<file path="config.mk">
export PLATFORM = sky130hd
export DESIGN_NAME = mem_port_arbiter
export DESIGN_NICKNAME = d
export VERILOG_FILES = /design/src/rtl/core_pkg.sv /design/src/rtl/arb_select.sv /design/src/rtl/mem_port_arbiter.sv
export SDC_FILE = /design/constraint.sdc
export NUM_CORES = 1
export LEC_CHECK = 0
export ABC_AREA = 1
export CAP_MARGIN = 20
export CORE_MARGIN = 2
export CORE_UTILIZATION = 44
export CTS_CLUSTER_SIZE = 10
export DETAILED_ROUTE_END_ITERATION = 16
export PLACE_DENSITY = 0.87
export SYNTH_ARGS = -nofsm -noshare
export SYNTH_HDL_FRONTEND = slang
export SYNTH_HIERARCHICAL = 1
export SYNTH_SLANG_ARGS = --single-unit
</file>
<file path="constraint.sdc">
create_clock -name clk -period 5.1 [get_ports clk]
set_clock_uncertainty 0.05 [all_clocks]
set_input_delay 0.765 -clock clk [delete_from_list [all_inputs] [get_ports clk]]
set_output_delay 0.765 -clock clk [all_outputs]
set_load 0.005 [all_outputs]
</file>
<file path="src/rtl/core_pkg.sv">
// Shared core definitions: memory-port arbiter FSM states and the default
// starvation limit used by mem_port_arbiter.
package core_pkg;

  typedef enum logic [2:0] {
    IDLE     = 3'd0,
    REQ_IF   = 3'd1,
    REQ_MEM  = 3'd2,
    WAIT_IF  = 3'd3,
    WAIT_MEM = 3'd4
  } arb_state_t;

  localparam int STARVE_MAX_DEF = 4;

endpackage

</file>
<file path="src/rtl/arb_select.sv">
// Single-cycle requester choice for the memory-port arbiter: data accesses win
// unless the starvation limit has been reached while a fetch is waiting.
module arb_select (
  input  logic mem_req,
  input  logic if_req,
  input  logic starve_hit,
  output logic pick_mem,
  output logic pick_if
);

  assign pick_mem = mem_req & ~(starve_hit & if_req);
  assign pick_if  = if_req & ~pick_mem;

endmodule

</file>
<file path="src/rtl/mem_port_arbiter.sv">
// Shares one memory port between instruction fetch and data access, one
// command outstanding. Optional fetch starvation guard: ARB_STARVE_GUARD_EN.
module mem_port_arbiter
  import core_pkg::*;
#(
  parameter int ADDR_W     = 32,
  parameter int DATA_W     = 32,
  parameter int STARVE_MAX = STARVE_MAX_DEF
) (
  input  logic                clk,
  input  logic                reset,
  input  logic                if_req,
  input  logic [ADDR_W-1:0]   if_addr,
  input  logic                if_flush,
  output logic                if_valid,
  output logic [DATA_W-1:0]   if_rdata,
  input  logic                mem_req,
  input  logic                mem_we,
  input  logic [ADDR_W-1:0]   mem_addr,
  input  logic [DATA_W-1:0]   mem_wdata,
  input  logic [DATA_W/8-1:0] mem_be,
  output logic                mem_valid,
  output logic [DATA_W-1:0]   mem_rdata,
  output logic                if_stall,
  output logic                mem_stall,
  output logic                bus_req,
  output logic                bus_we,
  output logic [ADDR_W-1:0]   bus_addr,
  output logic [DATA_W-1:0]   bus_wdata,
  output logic [DATA_W/8-1:0] bus_be,
  input  logic                bus_gnt,
  input  logic                bus_rvalid,
  input  logic [DATA_W-1:0]   bus_rdata
);

  localparam int BE_W = DATA_W / 8;

  if (STARVE_MAX < 1) begin : g_bad_starve_max
    $error("STARVE_MAX must be at least 1");
  end

  arb_state_t        state_q, state_d;
  logic              drop_q, drop_d;
  logic              we_q, we_d;
  logic [ADDR_W-1:0] addr_q, addr_d;
  logic [DATA_W-1:0] wdata_q, wdata_d;
  logic [BE_W-1:0]   be_q, be_d;
  logic              if_valid_q, if_valid_d;
  logic              mem_valid_q, mem_valid_d;
  logic [DATA_W-1:0] rdata_q, rdata_d;
  logic              arb_open, starve_hit, pick_mem, pick_if;

`ifdef ARB_STARVE_GUARD_EN
  localparam int CNT_W = $clog2(STARVE_MAX + 1);
  logic [CNT_W-1:0] starve_q, starve_d;

  always_comb begin
    starve_d = starve_q;
    if (!if_req || (state_q == REQ_IF && bus_gnt))
      starve_d = '0;
    else if (state_q == REQ_MEM && bus_gnt && starve_q != CNT_W'(STARVE_MAX))
      starve_d = starve_q + CNT_W'(1);
  end

  always_ff @(posedge clk or posedge reset) begin
    if (reset) starve_q <= '0;
    else       starve_q <= starve_d;
  end

  assign starve_hit = (starve_q == CNT_W'(STARVE_MAX));
`else
  assign starve_hit = 1'b0;
`endif

  // The response cycle is a turnaround: the requester still holds its request
  // while it sees valid, so nothing is arbitrated until it has moved on.
  assign arb_open = ~(if_valid_q | mem_valid_q);

  arb_select u_arb_select (
    .mem_req    (mem_req & arb_open),
    .if_req     (if_req & ~if_flush & arb_open),
    .starve_hit (starve_hit),
    .pick_mem   (pick_mem),
    .pick_if    (pick_if)
  );

  always_comb begin
    // NOTE: every _d starts from a default so no branch leaves it unassigned,
    // which would otherwise infer a latch.
    state_d     = state_q;
    drop_d      = drop_q;
    we_d        = we_q;
    addr_d      = addr_q;
    wdata_d     = wdata_q;
    be_d        = be_q;
    if_valid_d  = 1'b0;
    mem_valid_d = 1'b0;
    rdata_d     = '0;
    case (state_q)
      IDLE: begin
        if (pick_mem) begin
          state_d = REQ_MEM;
          we_d    = mem_we;
          addr_d  = mem_addr;
          wdata_d = mem_wdata;
          be_d    = mem_be;
        end else if (pick_if) begin
          state_d = REQ_IF;
          we_d    = 1'b0;
          addr_d  = if_addr;
          wdata_d = '0;
          be_d    = '1;
        end
      end
      REQ_IF: begin
        if (bus_gnt) begin
          state_d = WAIT_IF;
          drop_d  = if_flush;
        end else if (if_flush) begin
          state_d = IDLE;
        end
      end
      REQ_MEM: if (bus_gnt) state_d = WAIT_MEM;
      WAIT_IF: begin
        if (bus_rvalid) begin
          state_d = IDLE;
          drop_d  = 1'b0;
          if (!(drop_q || if_flush)) begin
            if_valid_d = 1'b1;
            rdata_d    = bus_rdata;
          end
        end else if (if_flush) begin
          drop_d = 1'b1;
        end
      end
      WAIT_MEM: begin
        if (bus_rvalid) begin
          state_d     = IDLE;
          mem_valid_d = 1'b1;
          rdata_d     = bus_rdata;
        end
      end
      default: state_d = IDLE;
    endcase
  end

  always_ff @(posedge clk or posedge reset) begin
    // NOTE: non-blocking assignments so every flop samples pre-edge values.
    if (reset) begin
      state_q     <= IDLE;
      drop_q      <= 1'b0;
      we_q        <= 1'b0;
      addr_q      <= '0;
      wdata_q     <= '0;
      be_q        <= '0;
      if_valid_q  <= 1'b0;
      mem_valid_q <= 1'b0;
      rdata_q     <= '0;
    end else begin
      state_q     <= state_d;
      drop_q      <= drop_d;
      we_q        <= we_d;
      addr_q      <= addr_d;
      wdata_q     <= wdata_d;
      be_q        <= be_d;
      if_valid_q  <= if_valid_d;
      mem_valid_q <= mem_valid_d;
      rdata_q     <= rdata_d;
    end
  end

  assign bus_req   = (state_q == REQ_IF) || (state_q == REQ_MEM);
  assign bus_we    = bus_req & we_q;
  assign bus_addr  = bus_req ? addr_q : '0;
  assign bus_wdata = bus_req ? wdata_q : '0;
  assign bus_be    = bus_req ? be_q : '0;

  assign if_valid  = if_valid_q;
  assign mem_valid = mem_valid_q;
  assign if_rdata  = if_valid_q ? rdata_q : '0;
  assign mem_rdata = mem_valid_q ? rdata_q : '0;
  assign if_stall  = if_req & ~if_valid_q;
  assign mem_stall = mem_req & ~mem_valid_q;

endmodule

</file>
Word-level counts from Yosys, hierarchy flattened
Index checks and enable logic that the tools add are counted.

Flip-flop bits (word level): 107. Input bits: 140. Logic and storage cells: 74.

Equality and inequality tests: 10. Multiplexer cells: 33. Bitwise gates (word level): 13. Reductions and logical operators: 9.

Operators with widths (count): $mux W32 (11); $pmux W32 S2 (1); $mux W3 (6); $mux W4 (3); $pmux W3 S4 (1); $mux W1 (10); $and A1 B1 Y1 (7); $eq A3 B2 Y1 const B (2); $ne A3 B3 Y1 const B (2); $not A1 Y1 (5); $ne A2 B2 Y1 const B (2); $reduce_and A4 Y1 (1); $reduce_bool A2 Y1 (2); $eq A3 B1 Y1 const B (1); $eq A3 B3 Y1 const B (1); $logic_not A3 Y1 (1); $ne A3 B2 Y1 const B (1); $reduce_and A3 Y1 (1); $logic_or A1 B1 Y1 (2); $ne A2 B1 Y1 const B (1); $pmux W1 S2 (1); $reduce_and A2 Y1 (1); $reduce_or A2 Y1 (1); $or A1 B1 Y1 (1).

Logic depth before layout (Yosys ltp)
Gate-level depths: netlist of the first run.

Depth after elaboration: 8. Depth in mapped cells: 11. Mapped depth without buffers: 10.

Cells and area by module
The synthesis of the first run kept the hierarchy.

Modules (own cells, without submodules): mem_port_arbiter (instances 1, cells each 741, area an instance 5418.9 µm², seq. area each 2677.6 µm²); arb_select (instances 1, cells each 4, area an instance 27.5 µm², seq. area each 0.0 µm²).

Least setup slack after synthesis of the first run
No wires, ideal clock.

Kind: input port to flip-flop. Start point: in mem_req. End point: reg addr_q[10]. Library setup time: 124 ps. Arrival time: 1969 ps. Data required time: 4926 ps. Path slack: 2957 ps. Stages on the path: 11. Cell sequence: inv_1 > nor3_1 > a21boi_2 > buf_2 > inv_2 > nand2_1 > nand2_2 > buf_6 > buf_4 > nand2_1 > o31ai_1.

Cells in the longest elaborated chain, start to end: 5. Elaborated cells on any way between the ends: 6. Classes of those cells: 1 x mux; 3 x bitwise; 2 x reduce/logical.

RTL lines: start: declaration (line mem_port_arbiter.sv:17) `input logic mem_req,`; $and A1 B1 Y1 * (line mem_port_arbiter.sv:80) `.mem_req (mem_req & arb_open),`; net pick_mem (line mem_port_arbiter.sv:51) `logic arb_open, starve_hit, pick_mem, pick_if;`; $not A1 Y1 (line arb_select.sv:12) `assign pick_if = if_req & ~pick_mem;`; $and A1 B1 Y1 (line arb_select.sv:12); $reduce_bool A2 Y1 (no source line); $reduce_and A2 Y1 (no source line); end signal: assignment (line mem_port_arbiter.sv:163) `addr_q <= addr_d;`; end: declaration (line mem_port_arbiter.sv:45) `logic [ADDR_W-1:0] addr_q, addr_d;`.

Mark *: on every way through the listed nets, which the timed path passes. The rest lies on a longest branch. A chain may end at the register's enable or synchronous reset.

Final worst setup path of the first run
Start point: reg state_q[2]. End point: out bus_wdata[19].

Cells in the longest elaborated chain, start to end: 3. Elaborated cells on any way between the ends: 4. Classes of those cells: 2 x eq/ne; 1 x mux; 1 x reduce/logical.

RTL lines: start: declaration (line mem_port_arbiter.sv:42) `arb_state_t state_q, state_d;`; start signal: assignment (line mem_port_arbiter.sv:160) `state_q <= state_d;`; $eq A3 B1 Y1 / $eq A3 B2 Y1 (equally long branches) (line mem_port_arbiter.sv:172) `assign bus_req = (state_q == REQ_IF) || (state_q == REQ_MEM);`; $logic_or A1 B1 Y1 * (line mem_port_arbiter.sv:172); $mux W32 * (line mem_port_arbiter.sv:175) `assign bus_wdata = bus_req ? wdata_q : '0;`; end: declaration (line mem_port_arbiter.sv:29) `output logic [DATA_W-1:0] bus_wdata,`.

Mark *: on every way between the ends. The rest lies on a longest branch, timed or not.

==> results list, run 1 <==
- The Yosys step of the flow raised 6 warnings.
- Number of buffers created by CTS: 9
- The worst setup path is of the reg2out kind.
* Most used flip-flop cell after synthesis: sky130_fd_sc_hd__dfrtp_1
- Total length of routed met2 wires: 7460 um
* Lkg Pwr: 0.00449 uW
- Netlist Area Pre-Place: 0.00545 mm2
- After detailed routing, the number of remaining DRC violations is 0.
- Maximum clock frequency: 0.273 GHz
* Antenna violations before repair: 0
- Met3 routed WL: 1100 um
- Rows: 40
* CTS tree: done
* Max clock buf depth: 2
* Source-to-sink clock delay at the later pin of the worst-skew pair: 340 ps
- Number of placed instances with taps included: 1,161
- In the finished design, the share of the clock period the worst path needs comes to 0.719.
- Crit start category: register
- Required @ worst endpoint: 4280 ps
- Cells on worst reg2reg path: 9
* Metal-1 WL: 6240 um
- At the end of the flow the core is filled with cells to 0.714.
- Of the total power, the share spent switching nets is 0.365.
* Crit path capture type: primary output
- Post-Synth Simple-Gate Area: 0.252
- Measured slew at the worst slew-check pin: 1040 ps
- Detailed placement finished with a half-perimeter wire length of 11,200 um.
- After synthesis, the netlist uses 25 different library cells.
- After clock tree synthesis, the clock-pin slew on the worst setup and hold paths is 70 ps.
- Seq/Total Area, Yosys: 0.492
- The number of global-route vias before repair was 5,040.
- The final-report hold violation count was 0.
- The worst hold path terminates at if_valid.
- Gate Count Post-Synth: 745
- The first detailed-routing pass took 4 iterations.
* Worst VDD drop: 0.000255 V
* Count of antenna-violating nets left after detailed routing: 0
- The floorplan step defined a die boundary enclosing 0.0133 mm2.
- Power share of the combinational group: 0.463
- Sequential Power Share: 0.351
- Number of hold-repair buffers added at the cts stage: 0
* Area growth, synth to finish: 58.1%
* Post-synth EDFFs: 0
- 0 antenna diodes ended up in the layout.
- RD Place Congestion: 0.864
- Routed signal wires occupy layers up through met4.
- Measured against its own limit, the worst slew margin works out to 0.308.
- The flow ran to the end, and the final reports show no timing, DRC or antenna violations.
* Leading cell types by count after synthesis: 180 x sky130_fd_sc_hd__inv_1, 165 x sky130_fd_sc_hd__nor2_1, 141 x sky130_fd_sc_hd__nand2_1, 107 x sky130_fd_sc_hd__dfrtp_1, 32 x sky130_fd_sc_hd__o31ai_1
* Number of port buffers: 277
* CTS root buffer: sky130_fd_sc_hd__clkbuf_16
* Synth Register Bits: 107
- In the final routed layout, each cell accounts on average for 12.9 um.
- Global-route wire length before repair: 24,100 um
* Number of max-cap violations: 0
* Share of layout cells above drive strength 1: 0.0475
* Hold path depth: 1
- Of the total synthesized cell area, the portion taken by XOR and XNOR cells is 0.
* Final routed wirelength across all metal layers: 15,200 um
- Data arrives at the worst endpoint at 2850 ps.
- The total count of max-transition violations in the final report is 0.
- Largest net degree at the start of global routing: 58
- In this run the power spent charging and discharging nets is 1340 uW.
- RSZ-0062 raised after global routing: false
- The share of the synthesized area in compound gates (AO/OA/AOI/OAI) is 0.0919.
* Total power density per cell area: 425 mW/mm2
- In the post-synthesis netlist, the cell with the most instances is sky130_fd_sc_hd__inv_1.
- In this run the standard cell core region covers 0.0121 mm2.
- Worst-path maximum fanout: 52
- Worst r2r dst: wdata_q[26]
- Setup violations remaining at the end of the flow were counted as 0.
* Total Routing Usage GR: 0.228
* Overall overflow remaining after global route: 0
- Postcts setup bufs: 0
- Adder and majority gate portion of the synthesized area: 0
* Reg-to-Reg Start: if_valid
- Top cells by area, synth: sky130_fd_sc_hd__dfrtp_1 49%, sky130_fd_sc_hd__inv_1 12%, sky130_fd_sc_hd__nor2_1 11%
- Averaged over all synthesized cells, the footprint is 7.31 um2.
* Cell type with the largest total area after synthesis: sky130_fd_sc_hd__dfrtp_1
- Number of nets at the end of the flow: 1,145
* Post-cts repair resize count: 0
* Violation count after the first detailed-routing iteration: 359
- Main combinational cell family by area after synthesis: simple AND/OR/NAND/NOR gates
* Total negative slack for setup checks: 0 ps
* Asr flop ratio synth: 1.00
- Number of H-tree branching levels: 3
* Share of Yosys cell area claimed by the top area cell type: 0.492
- Vias after detailed routing: 5,306
* Register-to-register setup slack: 1650 ps
- Die height: 115 um
- Final standard cell count with taps included and fillers excluded: 1,178
- For this design, the sink count on the clock tree is 107.
- The floorplan step set the die width to 115 um.
- Top-level port count: 278
- Worst Hold Class: reg2reg
- After detailed routing, the number of vias per cell comes to 4.50.
* Hold path start: drop_q
* Final critical delay including setup and external delays: 3670 ps
- Clk network pwr share: 0.187
- Initial core utilization: 0.452
* Fraction of synthesized area in multiplexers: 0
- Fillers: 986
* Internal Dissipation: 2320 uW
==> worst max-delay path, stage by stage (launching register included) <==
cell and delay, ps:
sky130_fd_sc_hd__dfrtp_1 400, sky130_fd_sc_hd__inv_2 90, sky130_fd_sc_hd__nand3_1 170, sky130_fd_sc_hd__nand2_2 100, sky130_fd_sc_hd__inv_2 730, sky130_fd_sc_hd__buf_4 440, sky130_fd_sc_hd__nor2_1 100, sky130_fd_sc_hd__clkdlybuf4s50_1 450
==> power groups by stage <==
stage / logic (uW) / clock network, uW / registers, uW
after floorplan: 984 / 0 / 1250
after global placement: 1660 / 0 / 1290
after detailed placement: 1700 / 0 / 1290
after CTS: 1710 / 698 / 1280
after global routing: 1890 / 733 / 1310
final: 1690 / 682 / 1280
==> sequential cells by signal (all words and copies together) (netlist names) <==
name / flops
rdata_q: 32
be_q: 4
drop_q: 1
we_q: 1
wdata_q: 32
addr_q: 32
mem_valid: 1
state_q: 3
if_valid: 1
==> routing by layer <==
| layer | track usage | up-vias |
|---|---|---|
| met3 | 0.0527 | 29 |
| met2 | 0.396 | 201 |
| li1 | - | 2678 |
| met5 | 0 | - |
| met1 | 0.273 | 2398 |
| met4 | 0.0924 | 0 |
==> stage by stage <==
step	power [uW]	hold slack [ps]	worst slack [ps]	area [um2]
after global placement	2940	399	1260	8300
final	3660	422	1430	8610
after detailed placement	3000	411	1160	8300
after global routing	3940	451	1240	8610
after floorplan	2240	380	1470	5450
after CTS	3690	423	1310	8580
==> worst max-delay path by stage <==
stage,from,to,slack (ps),cells after the start
6_report,state_q[2],bus_wdata[19],1430,7
5_1_grt,mem_req,wdata_q[21],1240,10
4_1_cts,if_valid,wdata_q[26],1310,8
3_5_place_dp,mem_req,wdata_q[26],1160,10
3_3_place_gp,mem_req,wdata_q[23],1260,10
2_1_floorplan,reset,addr_q[0],1470,1
==> layout make-up <==
cell class / count / area [um2] / share of cell area
tap: 168 / 210 / 0.0244
clock buffer: 11 / 233 / 0.0270
sequential: 107 / 2680 / 0.311
clock inverter: 5 / 53.8 / 0.00625
timing repair buffer: 286 / 2860 / 0.332
inverter: 185 / 697 / 0.0809
multi-input combinational: 416 / 1880 / 0.218
==> cells by family (layout without fill, tap and decap cells) <==
kind of cell	after synthesis	after routing
and+or+nand+nor	335	335
buffers and inverters	223	487
DFF	107	107
AOI/OAI and AO/OA	79	79
other	1	2
==> layout by cell type, fill, tap and decap left out, drive strengths merged <==
cell type	instances
a21boi	1
a21oi	7
a31oi	1
buf	9
bufinv	1
clkbuf	11
clkdlybuf4s50	277
clkinv	4
conb	2
dfrtp	107
inv	185
nand2	144
nand3	7
nand4	3
nor2	178
nor3	1
nor4	2
o21ai	35
o21bai	3
o31ai	32
No activity file was read; power rests on OpenSTA's default activity.
==> inputs of run 2 (changes only) <==
CORE_UTILIZATION = 40   (was 44)
PLACE_DENSITY = 0.81   (was 0.87)
clock period = 3.8 ns   (was 5.1 ns; I/O delays follow)
==> run 2 against run 1 <==
Effect of this change: sequential share of layout area decreased by 0.090 points; critical path depth increased by 3; via count grew 0.68%; final area up 0.29%; register-to-register slack worse by 570 ps; total power up 35%; clock-buffer cell count decreased by 1; critical endpoint is now addr_q[6].
==> results list, run 2 (synthesis results as in run 1) <==
- Lkg Pwr: 0.00449 uW
- The tightest min-delay check is of the reg2reg type.
- Regs by FF count: addr_q (32), rdata_q (32), wdata_q (32)
* Number of hold-repair buffers added at the cts stage: 0
- Source-to-sink clock delay at the later pin of the worst-skew pair: 330 ps
* Required @ worst endpoint: 4000 ps
- Worst VDD drop: 0.000431 V
- Maximum clock frequency: 0.359 GHz
- The congestion estimate from routability-driven global placement came to 0.832.
- Die width: 121 um
- The number of gates resized after CTS was 0.
- In the final layout, the share of cells above drive strength 1 is 0.0486.
* Num Clock Sinks: 107
- Initial core utilization: 0.410
* Tightest hold margin: 417 ps
* Final standard cell count with taps included and fillers excluded: 1,185
- Dpl hpwl: 11,300 um
- For the pin with the worst max-slew slack, the measured transition is 642 ps.
- Detailed-route DRC error count: 0
* Number of port buffers: 277
- Antenna diode instance count: 0
* CTS tree: done
- Number of buffers created by CTS: 9
* Top-level port count: 278
* Hold path depth: 1
* Postcts setup bufs: 0
- The startpoint identified for the worst register-to-register timing path is mem_valid.
- Counting the fill cells in the layout gives 1,172.
- Total negative slack for setup checks: 0 ps
* Total power density per cell area: 572 mW/mm2
- Worst r2r dst: addr_q[6]
* Crit path capture type: register
- The final-report hold violation count is 0.
* Arrival time of data at the critical path endpoint: 2980 ps
* Overall overflow remaining after global route: 0
- Violation count after the first detailed-routing iteration: 310
- The final layout contains 1,144 nets.
- The total count of max-transition violations in the final report was 0.
* Area growth, synth to finish: 58.5%
- Most common cell after layout, fill and taps aside: sky130_fd_sc_hd__clkdlybuf4s50_1
- Rows: 42
* Count of antenna-violating nets left after detailed routing: 0
* Per-cell via count in the routed design: 4.51
- The number of global-route vias before repair is 5,148.
- The number of antenna violations at the first check in global routing is 0.
* Number of max-cap violations: 0
- Setup repair after global routing left no endpoint under its margin.
- Setup-violating endpoint count in the final report: 0
- After clock tree synthesis, the clock-pin slew on the worst setup and hold paths is 70 ps.
- Post-layout utilization of the core: 0.649
* Placeable core area: 0.0133 mm2
* Crit start category: primary input
- Hold path endpoint: if_valid
* Worst-path maximum fanout: 50
- The tree is rooted in a sky130_fd_sc_hd__clkbuf_16.
* Headroom to the max-slew limit: 0.572
- For this run, the total global-route usage over all layers was measured as 0.213.
- Leading cell types in the layout, fill and taps excluded: 277 x sky130_fd_sc_hd__clkdlybuf4s50_1, 179 x sky130_fd_sc_hd__inv_1, 165 x sky130_fd_sc_hd__nor2_1
* Final routed wirelength across all metal layers: 15,300 um
* Worst Setup Path Type: in2reg
- Power comes to 4940 uW.
- Summing all multi-input logic gate instances after layout gives 0.00188 mm2.
- Hold path start: drop_q
- Measured in cells, the most critical reg-to-reg path has a length of 8.
- Wire length per cell: 12.9 um
- Largest net degree at the start of global routing: 70
* Vias after detailed routing: 5,342
- Counting I/O delays and the setup requirement, the final critical path takes 2780 ps.
- The floorplan step defined a die boundary enclosing 0.0146 mm2.
- Number of H-tree branching levels: 3
- Register-to-register setup slack: 1080 ps
- The clock passes through at most 2 buffers.
* Crit share post-route: 0.732
- The run finished with clean final reports.
- Global-route wire length before repair: 24,800 um
- In this run, placement finished with an instance count of 1,169.
- Combined flip-flop and latch cell area: 0.00268 mm2
- The first detailed-routing pass took 5 iterations.
- Die height: 121 um
## run 2: changes by cell type in the layout (fill, tap and decap cells not counted), sizes merged
cell,before,now
clkinvlp,0,4
buf,9,8
clkinv,4,1
clkbuf,11,10
## run 2: worst max-delay path: stages
cell and delay, ps:
sky130_fd_sc_hd__clkdlybuf4s50_1 410, sky130_fd_sc_hd__inv_1 70, sky130_fd_sc_hd__nor3_1 60, sky130_fd_sc_hd__a21boi_2 190
sky130_fd_sc_hd__inv_2 460, sky130_fd_sc_hd__nand2_1 170, sky130_fd_sc_hd__nand2_2 330, sky130_fd_sc_hd__buf_4 490
sky130_fd_sc_hd__nand2_1 110, sky130_fd_sc_hd__o31ai_1 80
## run 2: how the worst max path moves through the flow
stage	from	to	depth (start not counted)
after floorplan	reset	addr_q[0]	1
after global placement	mem_req	addr_q[10]	10
after detailed placement	mem_req	addr_q[21]	10
after CTS	mem_req	addr_q[28]	10
after global routing	mem_req	addr_q[6]	10
final	mem_req	addr_q[6]	10
## run 2: stage by stage
| step | instance area, um2 | worst slack, ps |
|---|---|---|
| floorplan | 5450 | 363 |
| global placement | 8330 | 724 |
| detailed placement | 8330 | 654 |
| CTS | 8630 | 1010 |
| global route | 8630 | 738 |
| finish | 8630 | 1020 |
## run 2: routing by layer
metal,GRT usage,up-vias,wire (um)
met5,0,-,0
met1,0.257,2438,6230
li1,-,2678,-
met2,0.375,200,7740
met3,0.0476,26,1020
met4,0.0719,0,336
## run 2: area by class of cell
type	instances	area share
Timing Repair Buffer	285	0.331
Clock inverter	6	0.00754
Inverter	185	0.0807
Sequential cell	107	0.310
Tap cell	176	0.0255
Multi-Input combinational cell	416	0.218
Clock buffer	10	0.0277
## run 2: power by group
part	internal [uW]	total, uW	switching [uW]	leakage [uW]
clock	528	946	418	0.000137
sequential	1540	1720	181	0.00137
combinational	1080	2280	1200	0.00298
